**config.mk**
```make
export PLATFORM = sky130hd
export DESIGN_NAME = id_ex_hazard_stage_flat
export DESIGN_NICKNAME = d
export VERILOG_FILES = /design/src/rtl/id_ex_hazard_stage_if.sv /design/src/rtl/id_ex_hazard_stage.sv /design/src/flat_wrapper.sv
export SDC_FILE = /design/constraint.sdc
export NUM_CORES = 1
export LEC_CHECK = 0
export ABC_AREA = 1
export CELL_PAD_IN_SITES_DETAIL_PLACEMENT = 0
export CELL_PAD_IN_SITES_GLOBAL_PLACEMENT = 1
export CORE_UTILIZATION = 34
export CTS_CLUSTER_SIZE = 20
export DETAILED_ROUTE_END_ITERATION = 6
export PLACE_DENSITY = 0.84
export SETUP_SLACK_MARGIN = 0.2
export SLEW_MARGIN = 20
export SYNTH_ARGS = -nofsm -noshare
export SYNTH_HDL_FRONTEND = slang
export SYNTH_SLANG_ARGS = --single-unit
```
**constraint.sdc**
```tcl
create_clock -name CLK -period 4.65 [get_ports CLK]
set_clock_uncertainty 0.1 [all_clocks]
set_input_delay 0.93 -clock CLK [delete_from_list [all_inputs] [get_ports CLK]]
set_output_delay 0.93 -clock CLK [all_outputs]
set_load 0.01 [all_outputs]
```
**src/rtl/id_ex_hazard_stage_if.sv**
```systemverilog
// ID/EX stage bundle: decoded ID fields in, registered EX fields and
// IF/ID control feedback out.
interface id_ex_hazard_stage_if #(
    parameter int XLEN  = 32,
    parameter int CNT_W = 32
);
    logic [4:0]       Rs1_ID, Rs2_ID, Rd_ID;
    logic             Uses_Rs1_ID, Uses_Rs2_ID;
    logic [XLEN-1:0]  RD1_ID, RD2_ID, Imm_ID, PC_ID;
    logic             RegWrite_ID, MemRead_ID, MemWrite_ID, MemtoReg_ID, ALUSrc_ID, Branch_ID;
    logic [3:0]       ALUOp_ID;
    logic             Valid_ID;
    logic             Flush_EX;
    logic             Hold;

    logic [4:0]       Rs1_EX, Rs2_EX, Rd_EX;
    logic [XLEN-1:0]  RD1_EX, RD2_EX, Imm_EX, PC_EX;
    logic             RegWrite_EX, MemRead_EX, MemWrite_EX, MemtoReg_EX, ALUSrc_EX, Branch_EX;
    logic [3:0]       ALUOp_EX;
    logic             Valid_EX;
    logic             PCWrite, IFIDWrite, Stall_ID;
    logic [CNT_W-1:0] StallCount, FlushCount;

    // Driven by the decode side of the pipeline.
    modport master (
        output Rs1_ID, Rs2_ID, Rd_ID, Uses_Rs1_ID, Uses_Rs2_ID,
               RD1_ID, RD2_ID, Imm_ID, PC_ID,
               RegWrite_ID, MemRead_ID, MemWrite_ID, MemtoReg_ID, ALUSrc_ID, Branch_ID,
               ALUOp_ID, Valid_ID, Flush_EX, Hold,
        input  Rs1_EX, Rs2_EX, Rd_EX, RD1_EX, RD2_EX, Imm_EX, PC_EX,
               RegWrite_EX, MemRead_EX, MemWrite_EX, MemtoReg_EX, ALUSrc_EX, Branch_EX,
               ALUOp_EX, Valid_EX, PCWrite, IFIDWrite, Stall_ID, StallCount, FlushCount
    );

    // The ID/EX stage itself.
    modport slave (
        input  Rs1_ID, Rs2_ID, Rd_ID, Uses_Rs1_ID, Uses_Rs2_ID,
               RD1_ID, RD2_ID, Imm_ID, PC_ID,
               RegWrite_ID, MemRead_ID, MemWrite_ID, MemtoReg_ID, ALUSrc_ID, Branch_ID,
               ALUOp_ID, Valid_ID, Flush_EX, Hold,
        output Rs1_EX, Rs2_EX, Rd_EX, RD1_EX, RD2_EX, Imm_EX, PC_EX,
               RegWrite_EX, MemRead_EX, MemWrite_EX, MemtoReg_EX, ALUSrc_EX, Branch_EX,
               ALUOp_EX, Valid_EX, PCWrite, IFIDWrite, Stall_ID, StallCount, FlushCount
    );
endinterface

```
**src/rtl/id_ex_hazard_stage.sv**
```systemverilog
// ID/EX pipeline register with load-use stall, branch flush and saturating
// stall/flush event counters. Bubbles zero the register indices so the EX
// forwarding unit can never match against a killed slot.
module id_ex_hazard_stage #(
    parameter int XLEN  = 32,
    parameter int CNT_W = 32
) (
    input  logic                  CLK,
    input  logic                  RST_n,
    id_ex_hazard_stage_if.slave   bus
);
    typedef struct packed {
        logic [4:0]      rs1;
        logic [4:0]      rs2;
        logic [4:0]      rd;
        logic [XLEN-1:0] rd1;
        logic [XLEN-1:0] rd2;
        logic [XLEN-1:0] imm;
        logic [XLEN-1:0] pc;
        logic            reg_write;
        logic            mem_read;
        logic            mem_write;
        logic            mem_to_reg;
        logic            alu_src;
        logic            branch;
        logic [3:0]      alu_op;
        logic            valid;
    } stage_t;

    stage_t           stage_q, stage_d;
    logic [CNT_W-1:0] stall_cnt_q, stall_cnt_d;
    logic [CNT_W-1:0] flush_cnt_q, flush_cnt_d;
    logic             load_use;
    logic             pc_write, ifid_write, stall_id;

    // Hazard detection and next-state selection (Hold > Flush > load-use > advance).
    always_comb begin
        load_use = stage_q.mem_read & stage_q.valid & (stage_q.rd != 5'd0) & bus.Valid_ID &
                   ((bus.Uses_Rs1_ID & (bus.Rs1_ID == stage_q.rd)) |
                    (bus.Uses_Rs2_ID & (bus.Rs2_ID == stage_q.rd)));

        stage_d     = stage_q;
        stall_cnt_d = stall_cnt_q;
        flush_cnt_d = flush_cnt_q;
        pc_write    = 1'b1;
        ifid_write  = 1'b1;
        stall_id    = 1'b0;

        if (bus.Hold) begin
            pc_write   = 1'b0;
            ifid_write = 1'b0;
        end else if (bus.Flush_EX) begin
            // The ID instruction is being killed, so a pending load-use is moot.
            stage_d = '0;
            if (flush_cnt_q != {CNT_W{1'b1}})
                flush_cnt_d = flush_cnt_q + 1'b1;
        end else if (load_use) begin
            stage_d    = '0;
            pc_write   = 1'b0;
            ifid_write = 1'b0;
            stall_id   = 1'b1;
            if (stall_cnt_q != {CNT_W{1'b1}})
                stall_cnt_d = stall_cnt_q + 1'b1;
        end else begin
            stage_d.rs1        = bus.Rs1_ID;
            stage_d.rs2        = bus.Rs2_ID;
            stage_d.rd         = bus.Rd_ID;
            stage_d.rd1        = bus.RD1_ID;
            stage_d.rd2        = bus.RD2_ID;
            stage_d.imm        = bus.Imm_ID;
            stage_d.pc         = bus.PC_ID;
            stage_d.reg_write  = bus.RegWrite_ID;
            stage_d.mem_read   = bus.MemRead_ID;
            stage_d.mem_write  = bus.MemWrite_ID;
            stage_d.mem_to_reg = bus.MemtoReg_ID;
            stage_d.alu_src    = bus.ALUSrc_ID;
            stage_d.branch     = bus.Branch_ID;
            stage_d.alu_op     = bus.ALUOp_ID;
            stage_d.valid      = bus.Valid_ID;
        end
    end

    // Pipeline register and event counters, cleared asynchronously.
    always_ff @(posedge CLK or negedge RST_n) begin
        if (!RST_n) begin
            stage_q     <= '0;
            stall_cnt_q <= '0;
            flush_cnt_q <= '0;
        end else begin
            stage_q     <= stage_d;
            stall_cnt_q <= stall_cnt_d;
            flush_cnt_q <= flush_cnt_d;
        end
    end

    assign bus.Rs1_EX      = stage_q.rs1;
    assign bus.Rs2_EX      = stage_q.rs2;
    assign bus.Rd_EX       = stage_q.rd;
    assign bus.RD1_EX      = stage_q.rd1;
    assign bus.RD2_EX      = stage_q.rd2;
    assign bus.Imm_EX      = stage_q.imm;
    assign bus.PC_EX       = stage_q.pc;
    assign bus.RegWrite_EX = stage_q.reg_write;
    assign bus.MemRead_EX  = stage_q.mem_read;
    assign bus.MemWrite_EX = stage_q.mem_write;
    assign bus.MemtoReg_EX = stage_q.mem_to_reg;
    assign bus.ALUSrc_EX   = stage_q.alu_src;
    assign bus.Branch_EX   = stage_q.branch;
    assign bus.ALUOp_EX    = stage_q.alu_op;
    assign bus.Valid_EX    = stage_q.valid;
    assign bus.PCWrite     = pc_write;
    assign bus.IFIDWrite   = ifid_write;
    assign bus.Stall_ID    = stall_id;
    assign bus.StallCount  = stall_cnt_q;
    assign bus.FlushCount  = flush_cnt_q;
endmodule

```
**src/flat_wrapper.sv**
```systemverilog
// flat-port wrapper written by rule: the top's interface ports become plain ports
module id_ex_hazard_stage_flat 
#(
    parameter int XLEN  = 32,
    parameter int CNT_W = 32
)
  (CLK, RST_n, bus_Rs1_ID, bus_Rs2_ID, bus_Rd_ID, bus_Uses_Rs1_ID, bus_Uses_Rs2_ID, bus_RD1_ID, bus_RD2_ID, bus_Imm_ID, bus_PC_ID, bus_RegWrite_ID, bus_MemRead_ID, bus_MemWrite_ID, bus_MemtoReg_ID, bus_ALUSrc_ID, bus_Branch_ID, bus_ALUOp_ID, bus_Valid_ID, bus_Flush_EX, bus_Hold, bus_Rs1_EX, bus_Rs2_EX, bus_Rd_EX, bus_RD1_EX, bus_RD2_EX, bus_Imm_EX, bus_PC_EX, bus_RegWrite_EX, bus_MemRead_EX, bus_MemWrite_EX, bus_MemtoReg_EX, bus_ALUSrc_EX, bus_Branch_EX, bus_ALUOp_EX, bus_Valid_EX, bus_PCWrite, bus_IFIDWrite, bus_Stall_ID, bus_StallCount, bus_FlushCount);
  id_ex_hazard_stage_if #(.XLEN(XLEN), .CNT_W(CNT_W)) bus_i ();
  input  logic CLK;
  input  logic RST_n;
  input wire logic [$bits(bus_i.Rs1_ID)-1:0] bus_Rs1_ID;
  input wire logic [$bits(bus_i.Rs2_ID)-1:0] bus_Rs2_ID;
  input wire logic [$bits(bus_i.Rd_ID)-1:0] bus_Rd_ID;
  input wire logic [$bits(bus_i.Uses_Rs1_ID)-1:0] bus_Uses_Rs1_ID;
  input wire logic [$bits(bus_i.Uses_Rs2_ID)-1:0] bus_Uses_Rs2_ID;
  input wire logic [$bits(bus_i.RD1_ID)-1:0] bus_RD1_ID;
  input wire logic [$bits(bus_i.RD2_ID)-1:0] bus_RD2_ID;
  input wire logic [$bits(bus_i.Imm_ID)-1:0] bus_Imm_ID;
  input wire logic [$bits(bus_i.PC_ID)-1:0] bus_PC_ID;
  input wire logic [$bits(bus_i.RegWrite_ID)-1:0] bus_RegWrite_ID;
  input wire logic [$bits(bus_i.MemRead_ID)-1:0] bus_MemRead_ID;
  input wire logic [$bits(bus_i.MemWrite_ID)-1:0] bus_MemWrite_ID;
  input wire logic [$bits(bus_i.MemtoReg_ID)-1:0] bus_MemtoReg_ID;
  input wire logic [$bits(bus_i.ALUSrc_ID)-1:0] bus_ALUSrc_ID;
  input wire logic [$bits(bus_i.Branch_ID)-1:0] bus_Branch_ID;
  input wire logic [$bits(bus_i.ALUOp_ID)-1:0] bus_ALUOp_ID;
  input wire logic [$bits(bus_i.Valid_ID)-1:0] bus_Valid_ID;
  input wire logic [$bits(bus_i.Flush_EX)-1:0] bus_Flush_EX;
  input wire logic [$bits(bus_i.Hold)-1:0] bus_Hold;
  output wire logic [$bits(bus_i.Rs1_EX)-1:0] bus_Rs1_EX;
  output wire logic [$bits(bus_i.Rs2_EX)-1:0] bus_Rs2_EX;
  output wire logic [$bits(bus_i.Rd_EX)-1:0] bus_Rd_EX;
  output wire logic [$bits(bus_i.RD1_EX)-1:0] bus_RD1_EX;
  output wire logic [$bits(bus_i.RD2_EX)-1:0] bus_RD2_EX;
  output wire logic [$bits(bus_i.Imm_EX)-1:0] bus_Imm_EX;
  output wire logic [$bits(bus_i.PC_EX)-1:0] bus_PC_EX;
  output wire logic [$bits(bus_i.RegWrite_EX)-1:0] bus_RegWrite_EX;
  output wire logic [$bits(bus_i.MemRead_EX)-1:0] bus_MemRead_EX;
  output wire logic [$bits(bus_i.MemWrite_EX)-1:0] bus_MemWrite_EX;
  output wire logic [$bits(bus_i.MemtoReg_EX)-1:0] bus_MemtoReg_EX;
  output wire logic [$bits(bus_i.ALUSrc_EX)-1:0] bus_ALUSrc_EX;
  output wire logic [$bits(bus_i.Branch_EX)-1:0] bus_Branch_EX;
  output wire logic [$bits(bus_i.ALUOp_EX)-1:0] bus_ALUOp_EX;
  output wire logic [$bits(bus_i.Valid_EX)-1:0] bus_Valid_EX;
  output wire logic [$bits(bus_i.PCWrite)-1:0] bus_PCWrite;
  output wire logic [$bits(bus_i.IFIDWrite)-1:0] bus_IFIDWrite;
  output wire logic [$bits(bus_i.Stall_ID)-1:0] bus_Stall_ID;
  output wire logic [$bits(bus_i.StallCount)-1:0] bus_StallCount;
  output wire logic [$bits(bus_i.FlushCount)-1:0] bus_FlushCount;
  assign bus_i.Rs1_ID = bus_Rs1_ID;
  assign bus_i.Rs2_ID = bus_Rs2_ID;
  assign bus_i.Rd_ID = bus_Rd_ID;
  assign bus_i.Uses_Rs1_ID = bus_Uses_Rs1_ID;
  assign bus_i.Uses_Rs2_ID = bus_Uses_Rs2_ID;
  assign bus_i.RD1_ID = bus_RD1_ID;
  assign bus_i.RD2_ID = bus_RD2_ID;
  assign bus_i.Imm_ID = bus_Imm_ID;
  assign bus_i.PC_ID = bus_PC_ID;
  assign bus_i.RegWrite_ID = bus_RegWrite_ID;
  assign bus_i.MemRead_ID = bus_MemRead_ID;
  assign bus_i.MemWrite_ID = bus_MemWrite_ID;
  assign bus_i.MemtoReg_ID = bus_MemtoReg_ID;
  assign bus_i.ALUSrc_ID = bus_ALUSrc_ID;
  assign bus_i.Branch_ID = bus_Branch_ID;
  assign bus_i.ALUOp_ID = bus_ALUOp_ID;
  assign bus_i.Valid_ID = bus_Valid_ID;
  assign bus_i.Flush_EX = bus_Flush_EX;
  assign bus_i.Hold = bus_Hold;
  assign bus_Rs1_EX = bus_i.Rs1_EX;
  assign bus_Rs2_EX = bus_i.Rs2_EX;
  assign bus_Rd_EX = bus_i.Rd_EX;
  assign bus_RD1_EX = bus_i.RD1_EX;
  assign bus_RD2_EX = bus_i.RD2_EX;
  assign bus_Imm_EX = bus_i.Imm_EX;
  assign bus_PC_EX = bus_i.PC_EX;
  assign bus_RegWrite_EX = bus_i.RegWrite_EX;
  assign bus_MemRead_EX = bus_i.MemRead_EX;
  assign bus_MemWrite_EX = bus_i.MemWrite_EX;
  assign bus_MemtoReg_EX = bus_i.MemtoReg_EX;
  assign bus_ALUSrc_EX = bus_i.ALUSrc_EX;
  assign bus_Branch_EX = bus_i.Branch_EX;
  assign bus_ALUOp_EX = bus_i.ALUOp_EX;
  assign bus_Valid_EX = bus_i.Valid_EX;
  assign bus_PCWrite = bus_i.PCWrite;
  assign bus_IFIDWrite = bus_i.IFIDWrite;
  assign bus_Stall_ID = bus_i.Stall_ID;
  assign bus_StallCount = bus_i.StallCount;
  assign bus_FlushCount = bus_i.FlushCount;
  id_ex_hazard_stage #(.XLEN(XLEN), .CNT_W(CNT_W)) u_core (.CLK(CLK), .RST_n(RST_n), .bus(bus_i));
endmodule
```
==> impl_metrics.tcl, run 1 <==
set metrics [dict create \
    synth_cells 1350 \
    initial_utilization 0.349 \
    synth_area_mm2 0.0104 \
    ys_types 32 \
    grt_max_degree 109 \
    dp_cells 2068 \
    viasPerCell 4.77 \
    min_path_type "primary input to async pin" \
    setup_ws_ps 648 \
    finalCriticalPeriod_ps 4000 \
    postRouteAntennaNets 0 \
    final_core_util 0.516 \
    track_usage 0.217 \
    clkLatencyLatePin_ps 540 \
    portBuffers 380 \
    final.setup.tns_ps 0 \
    synth.avg_cell_area_um2 7.72 \
    crit_path_start_kind "primary input" \
    cts_buffers 26 \
    route.detailed.drc 0 \
    finalNetCount 1868 \
    dr_total_vias 10100 \
    drive_above_1_share 0.0487 \
    ios 381 \
    hold_viol_final 0 \
    cts_tree "done" \
    grt_first_pass_wirelength_um 54300 \
    seqCellArea_mm2 0.00546 \
    dr.first_iter.drc_count 579 \
    leakagePower_nw 7.29 \
    area_growth_pct 47.9 \
    core_mm2 0.0299 \
    status "finished clean" \
    fin_cells 2116 \
    nFillCells 2850 \
    place_ws_ps 595 \
    ir_drop_mv 0.240 \
    rsz0062_at_grt "no" \
    drt_wl_total_um 34200 \
    finalPower_mw 5.03 \
    fin_area_mm2 0.0154 \
    p_per_area_mw_per_mm2 326 \
    hold_buffers 0 \
    reg2reg_slack_ps 1650 \
    die_y_um 177 \
    globalRouteOverflowTotal 0 \
    slew_headroom 0.330 \
    setup_viol 0 \
    seq_area_frac_synth 0.523 \
    antenna_found_initial 0 \
    timing_worst_slew_pin_value_ps 1000 \
    period_share 0.861 \
    post-dp-hpwl_um 23900 \
    fmax_ghz 0.250 \
    cap_violations 0 \
    clk_pin_slew_ps 60 \
    firstDrtPassIters 5 \
    startpoint "bus_Rs2_ID[4]" \
    dieArea_mm2 0.0314 \
    multi_input_area_mm2 0.00447 \
    routabilityCongestion 0.876 \
    cts_sinks 218 \
    cts.htree.levels 1 \
    antennaDiodeCount 0 \
    wl_per_cell_um 16.2 \
    critical_path_class "primary input to output pin" \
    dpl_cell_area_mm2 0.0145 \
    holdWs_ps 339 \
    root_buffer "clkbuf_16" \
    cts_buffer_depth 3 \
    ctsResizeCount 0 \
    die_x_um 177 \
    row_count 63 \
    timing.final.max_slew_violations 0 \
    worstPathRequired_ps 3620 \
    cp_max_fo 3 \
    reg2reg_from "u_core.bus.Rd_EX[4]" \
    cp.arrival_ps 2970 \
    yosys_register_bits 218 \
    yosys_warnings 0 \
    cp-end-kind "output pin" \
    synth_nets 1512 \
    grt_pass1_vias 10100 \
    cts_setup_buffers 0 \
]
## final timing paths
path / endpoint / depth (start not counted)
setup reg to reg: u_core.bus.Imm_EX[22] / 11
max in group asynchronous: u_core.bus.PC_EX[29] / 2
min in group CLK: u_core.bus.Imm_EX[24] / 2
hold reg to reg: u_core.bus.Imm_EX[24] / 2
hold / removal: u_core.bus.FlushCount[6] / 1
setup / recovery: bus_IFIDWrite / 11
## cell type report
class                      instances  area share
timing repair buffer             392       0.254
tap                              390      0.0317
clock inverter                     7     0.00649
clock buffer                      41      0.0517
inverter                          52      0.0127
sequential                       218       0.354
multi-input combinational       1016       0.290
## flip-flops by register name (all words and copies together), names as in the netlist, 4 cells and up
register               cells
u_core.bus.FlushCount     32
u_core.bus.RD1_EX         32
u_core.bus.PC_EX          32
u_core.bus.ALUOp_EX        4
u_core.bus.Rs2_EX          5
u_core.bus.Rs1_EX          5
u_core.bus.Rd_EX           5
u_core.bus.Imm_EX         32
u_core.bus.StallCount     32
u_core.bus.RD2_EX         32
## synthesized netlist by cell type, drive strengths merged
cell	n	area share
a21boi	3	0.0022
a21oi	1	0.00048
buf	45	0.023
clkbuf	19	0.0070
dfrtp	218	0.52
ha	2	0.0024
inv	52	0.019
nand2	638	0.23
nand3	172	0.083
nand3b	18	0.015
nand4	9	0.0060
nor2	95	0.036
nor3	23	0.014
nor3b	1	0.00072
o21ai	23	0.011
o21bai	1	0.00072
xnor2	10	0.0084
xor2	20	0.017
## layout by cell type (no fill, tap or decap)
cell type,netlist,layout
a21boi_0,3,3
a21oi_1,1,1
buf_12,0,1
buf_4,4,12
buf_8,0,1
bufinv_16,0,2
clkbuf_1,18,6
clkbuf_16,0,26
clkbuf_8,0,9
clkdlybuf4s50_1,0,378
clkinv_2,0,3
clkinv_8,0,1
dfrtp_1,218,218
ha_1,2,2
inv_1,46,46
inv_2,6,6
inv_6,0,1
nand2_1,633,632
nand2_2,4,4
nand2_4,1,2
nand3_1,172,172
nand3b_1,12,12
nand3b_2,6,6
nand4_1,8,8
nand4_2,1,1
nor2_1,90,89
nor2_2,4,4
nor2_4,1,2
nor3_1,20,20
nor3_2,1,1
nor3_4,2,2
nor3b_1,1,1
o21ai_0,19,19
o21ai_1,4,4
o21bai_1,1,1
xnor2_1,10,10
xor2_1,20,20
## power by group
group	internal, mW	switching (mW)	total, mW
logic	0.422	0.365	0.787
registers	2.03	0.100	2.13
clock network	1.29	0.832	2.12
total	3.74	1.30	5.03
## worst max-delay path, stage by stage
cell             delay (ps)
clkdlybuf4s50_1         520
inv_1                    50
nand2_1                  50
nand2_1                 100
nor2_1                  120
nand3_1                  80
nand2_1                 170
nand2_4                  80
o21ai_0                 250
inv_1                   120
clkdlybuf4s50_1         490
## per-layer routing
metal	vias to the layer above	track usage	share of wire
li1	4962	-	-
met3	55	0.0520	0.068
met1	4757	0.269	0.41
met5	-	0	0
met2	311	0.372	0.49
met4	0	0.0632	0.030
## kinds of logic after synthesis
family | count (synthesis) | share of synthesized area
flops | 218 | 0.523
fa+ha+maj | 2 | 0.00240
simple gates | 956 | 0.386
buf+inv | 116 | 0.0490
xor+xnor | 30 | 0.0252
compound gates | 28 | 0.0144
(Power assumes the default switching activity.)
==> inputs of run 2 (changes only) <==
ABC_AREA = unset   (was 1)
CORE_UTILIZATION = 35   (was 34)
==> run 2 against run 1 <==
Core utilization grew 4.3 points. Non-clock buffer count shrank 5. Synthesized cell count shrank 53%. Critical endpoint is now bus_PCWrite. Largest power group unchanged.
==> impl_metrics.tcl, run 2 <==
set metrics [dict create \
    cp.arrival_ps 3190 \
    drt_wl_total_um 25700 \
    cts_buffer_depth 3 \
    ios 381 \
    synth-main-ff-cell "dfrtp_1" \
    finalPower_mw 4.82 \
    route.detailed.drc 0 \
    antenna_found_initial 2 \
    holdWs_ps 392 \
    async_flop_share 1.00 \
    yosys_register_bits 218 \
    viasPerCell 5.03 \
    multi_input_area_mm2 0.00297 \
    ir_drop_mv 0.242 \
    status "finished clean" \
    post-dp-hpwl_um 18000 \
    grt_max_degree 126 \
    dp_cells 1313 \
    initial_utilization 0.356 \
    wl_per_cell_um 18.8 \
    critical_path_class "primary input to output pin" \
    dieArea_mm2 0.0254 \
    min_path_type "register to register" \
    yosys_warnings 0 \
    crit_path_start_kind "primary input" \
    globalRouteOverflowTotal 0 \
    seqCellArea_mm2 0.00546 \
    cap_violations 0 \
    row_count 57 \
    die_y_um 159 \
    cp_max_fo 6 \
    portBuffers 380 \
    setup_viol 0 \
    clkLatencyLatePin_ps 520 \
    reg2reg_from "u_core.bus.Rd_EX[3]" \
    critical_path.cell_chain "clkdlybuf4s50_1 -> xor2_1 -> nor4_4 -> a32oi_4 -> nor2_2 -> a21oi_1 -> clkdlybuf4s50_1" \
    synthTopCellsByArea "dfrtp_1 (63%), a22o_1 (16%), xnor2_1 (4.1%), xor2_1 (2.8%), nand4_1 (1.7%)" \
    ctsResizeCount 0 \
    critPathMaxStageDelay_ps 580 \
    area_growth_pct 57.0 \
    dr.first_iter.drc_count 378 \
    ys_types 44 \
    rsz0062_at_grt "no" \
    synth_top_area_cell "dfrtp_1" \
    synth_area_mm2 0.00866 \
    final_core_util 0.559 \
    routabilityCongestion 0.806 \
    synth_edf_count 0 \
    fin_cells 1363 \
    fmax_ghz 0.237 \
    grt_pass1_vias 7180 \
    synth.avg_cell_area_um2 13.6 \
    p_per_area_mw_per_mm2 354 \
    drive_above_1_share 0.0636 \
    cp_slowest_cell "clkdlybuf4s50_1" \
    grt_first_pass_wirelength_um 40600 \
    ff2ff_path_depth 6 \
    crit_top_cell "clkdlybuf4s50_1" \
    cp-end-kind "output pin" \
    cts_sinks 218 \
    wl_met2_um 12500 \
    synth_cells 638 \
    postRouteAntennaNets 0 \
    cts_setup_buffers 0 \
    die_x_um 159 \
    min_to "u_core.bus.FlushCount[13]" \
    hold_buffers 0 \
    reg2reg_slack_ps 1990 \
    final_common_cell "clkdlybuf4s50_1" \
    hold_viol_final 0 \
    rr_endpoint "u_core.bus.Rs2_EX[2]" \
    root_buffer "clkbuf_16" \
    finalCriticalPeriod_ps 4220 \
    dpl_cell_area_mm2 0.0128 \
    timing.final.max_slew_violations 0 \
    final.setup.tns_ps 0 \
    finalNetCount 1179 \
    dr.max_layer_used "met4" \
    timing_worst_slew_pin_value_ps 939 \
    cts_tree "done" \
    period_share 0.907 \
    slew_headroom 0.374 \
    dr_total_vias 6855 \
    firstDrtPassIters 6 \
    cts.htree.levels 1 \
    track_usage 0.201 \
    leakagePower_nw 5.93 \
    fin_area_mm2 0.0136 \
    seq_area_frac_synth 0.630 \
    drt-met1-wl_um 10200 \
    synth_commonest_cells "dfrtp_1 (218), a22o_1 (154), xnor2_1 (41)" \
    wl_met3_um 1960 \
    worstPathRequired_ps 3620 \
    clk_pin_slew_ps 60 \
    synth_top_cell_area_share 0.630 \
    min_delay_path_depth 1 \
    cts_buffers 26 \
    synth_nets 800 \
    setup_ws_ps 434 \
    place_ws_ps 410 \
    nFillCells 2045 \
    core_mm2 0.0243 \
    yosys.cell_count.top_type "dfrtp_1" \
    min_from "u_core.bus.FlushCount[13]" \
    final_cell_mix "clkdlybuf4s50_1 (378), dfrtp_1 (218), a22o_1 (154), xnor2_1 (41), xor2_1 (28)" \
]
## run 2: changes by cell type in the layout (fill, tap and decap cells not counted), moves of 10 or more
cell	change
nand2_1	-614
a22o_1	+154
nand3_1	-148
nor2_1	-68
inv_1	-38
xnor2_1	+31
o21ai_0	-19
nand4_1	+16
nand3b_1	-12
nor3_1	-11
and3_1	+10
## run 2: worst max-delay path by stage
stage                              from             to  cells after the start
after CTS                 bus_Rs1_ID[2]    bus_PCWrite                      7
final                     bus_Rs1_ID[2]    bus_PCWrite                      7
after global routing      bus_Rs1_ID[2]    bus_PCWrite                      7
after global placement    bus_Rs1_ID[2]  bus_IFIDWrite                      7
after floorplan           bus_Rs1_ID[2]    bus_PCWrite                      6
after detailed placement  bus_Rs1_ID[2]    bus_PCWrite                      7
## run 2: kinds of logic after synthesis
group           count (synthesis)  synth area share
fa+ha+maj                       2           0.00289
simple gates                  141             0.101
mux                             3           0.00376
flops                         218             0.630
compound gates                161             0.166
xor+xnor                       69            0.0698
buf+inv                        44            0.0273
## run 2: final cells by class
| cell class | count | share of cell area |
|---|---|---|
| Tap cell | 324 | 0.0298 |
| Inverter | 8 | 0.00221 |
| Antenna cell | 2 | 0.000368 |
| Timing Repair Buffer | 387 | 0.287 |
| Clock buffer | 42 | 0.0582 |
| Sequential cell | 218 | 0.401 |
| Multi-Input combinational cell | 376 | 0.219 |
| Clock inverter | 6 | 0.00285 |
## run 2: power by group
part	total (mW)	internal (mW)	switching [mW]
logic	0.738	0.448	0.290
clock network	1.95	1.16	0.786
registers	2.13	2.03	0.104
## run 2: layer usage
| layer | vias up | global-route usage |
|---|---|---|
| met5 | - | 0 |
| met4 | 0 | 0.0782 |
| met3 | 61 | 0.0573 |
| met2 | 297 | 0.345 |
| met1 | 3344 | 0.237 |
| li1 | 3153 | - |
## run 2: critical path, delay by kind of cell
kind,cells,cell delay (ps)
buffers and inverters,2,1080
AND/OR/NAND/NOR,2,230
AO/OA/AOI/OAI,2,670
XOR/XNOR,1,250
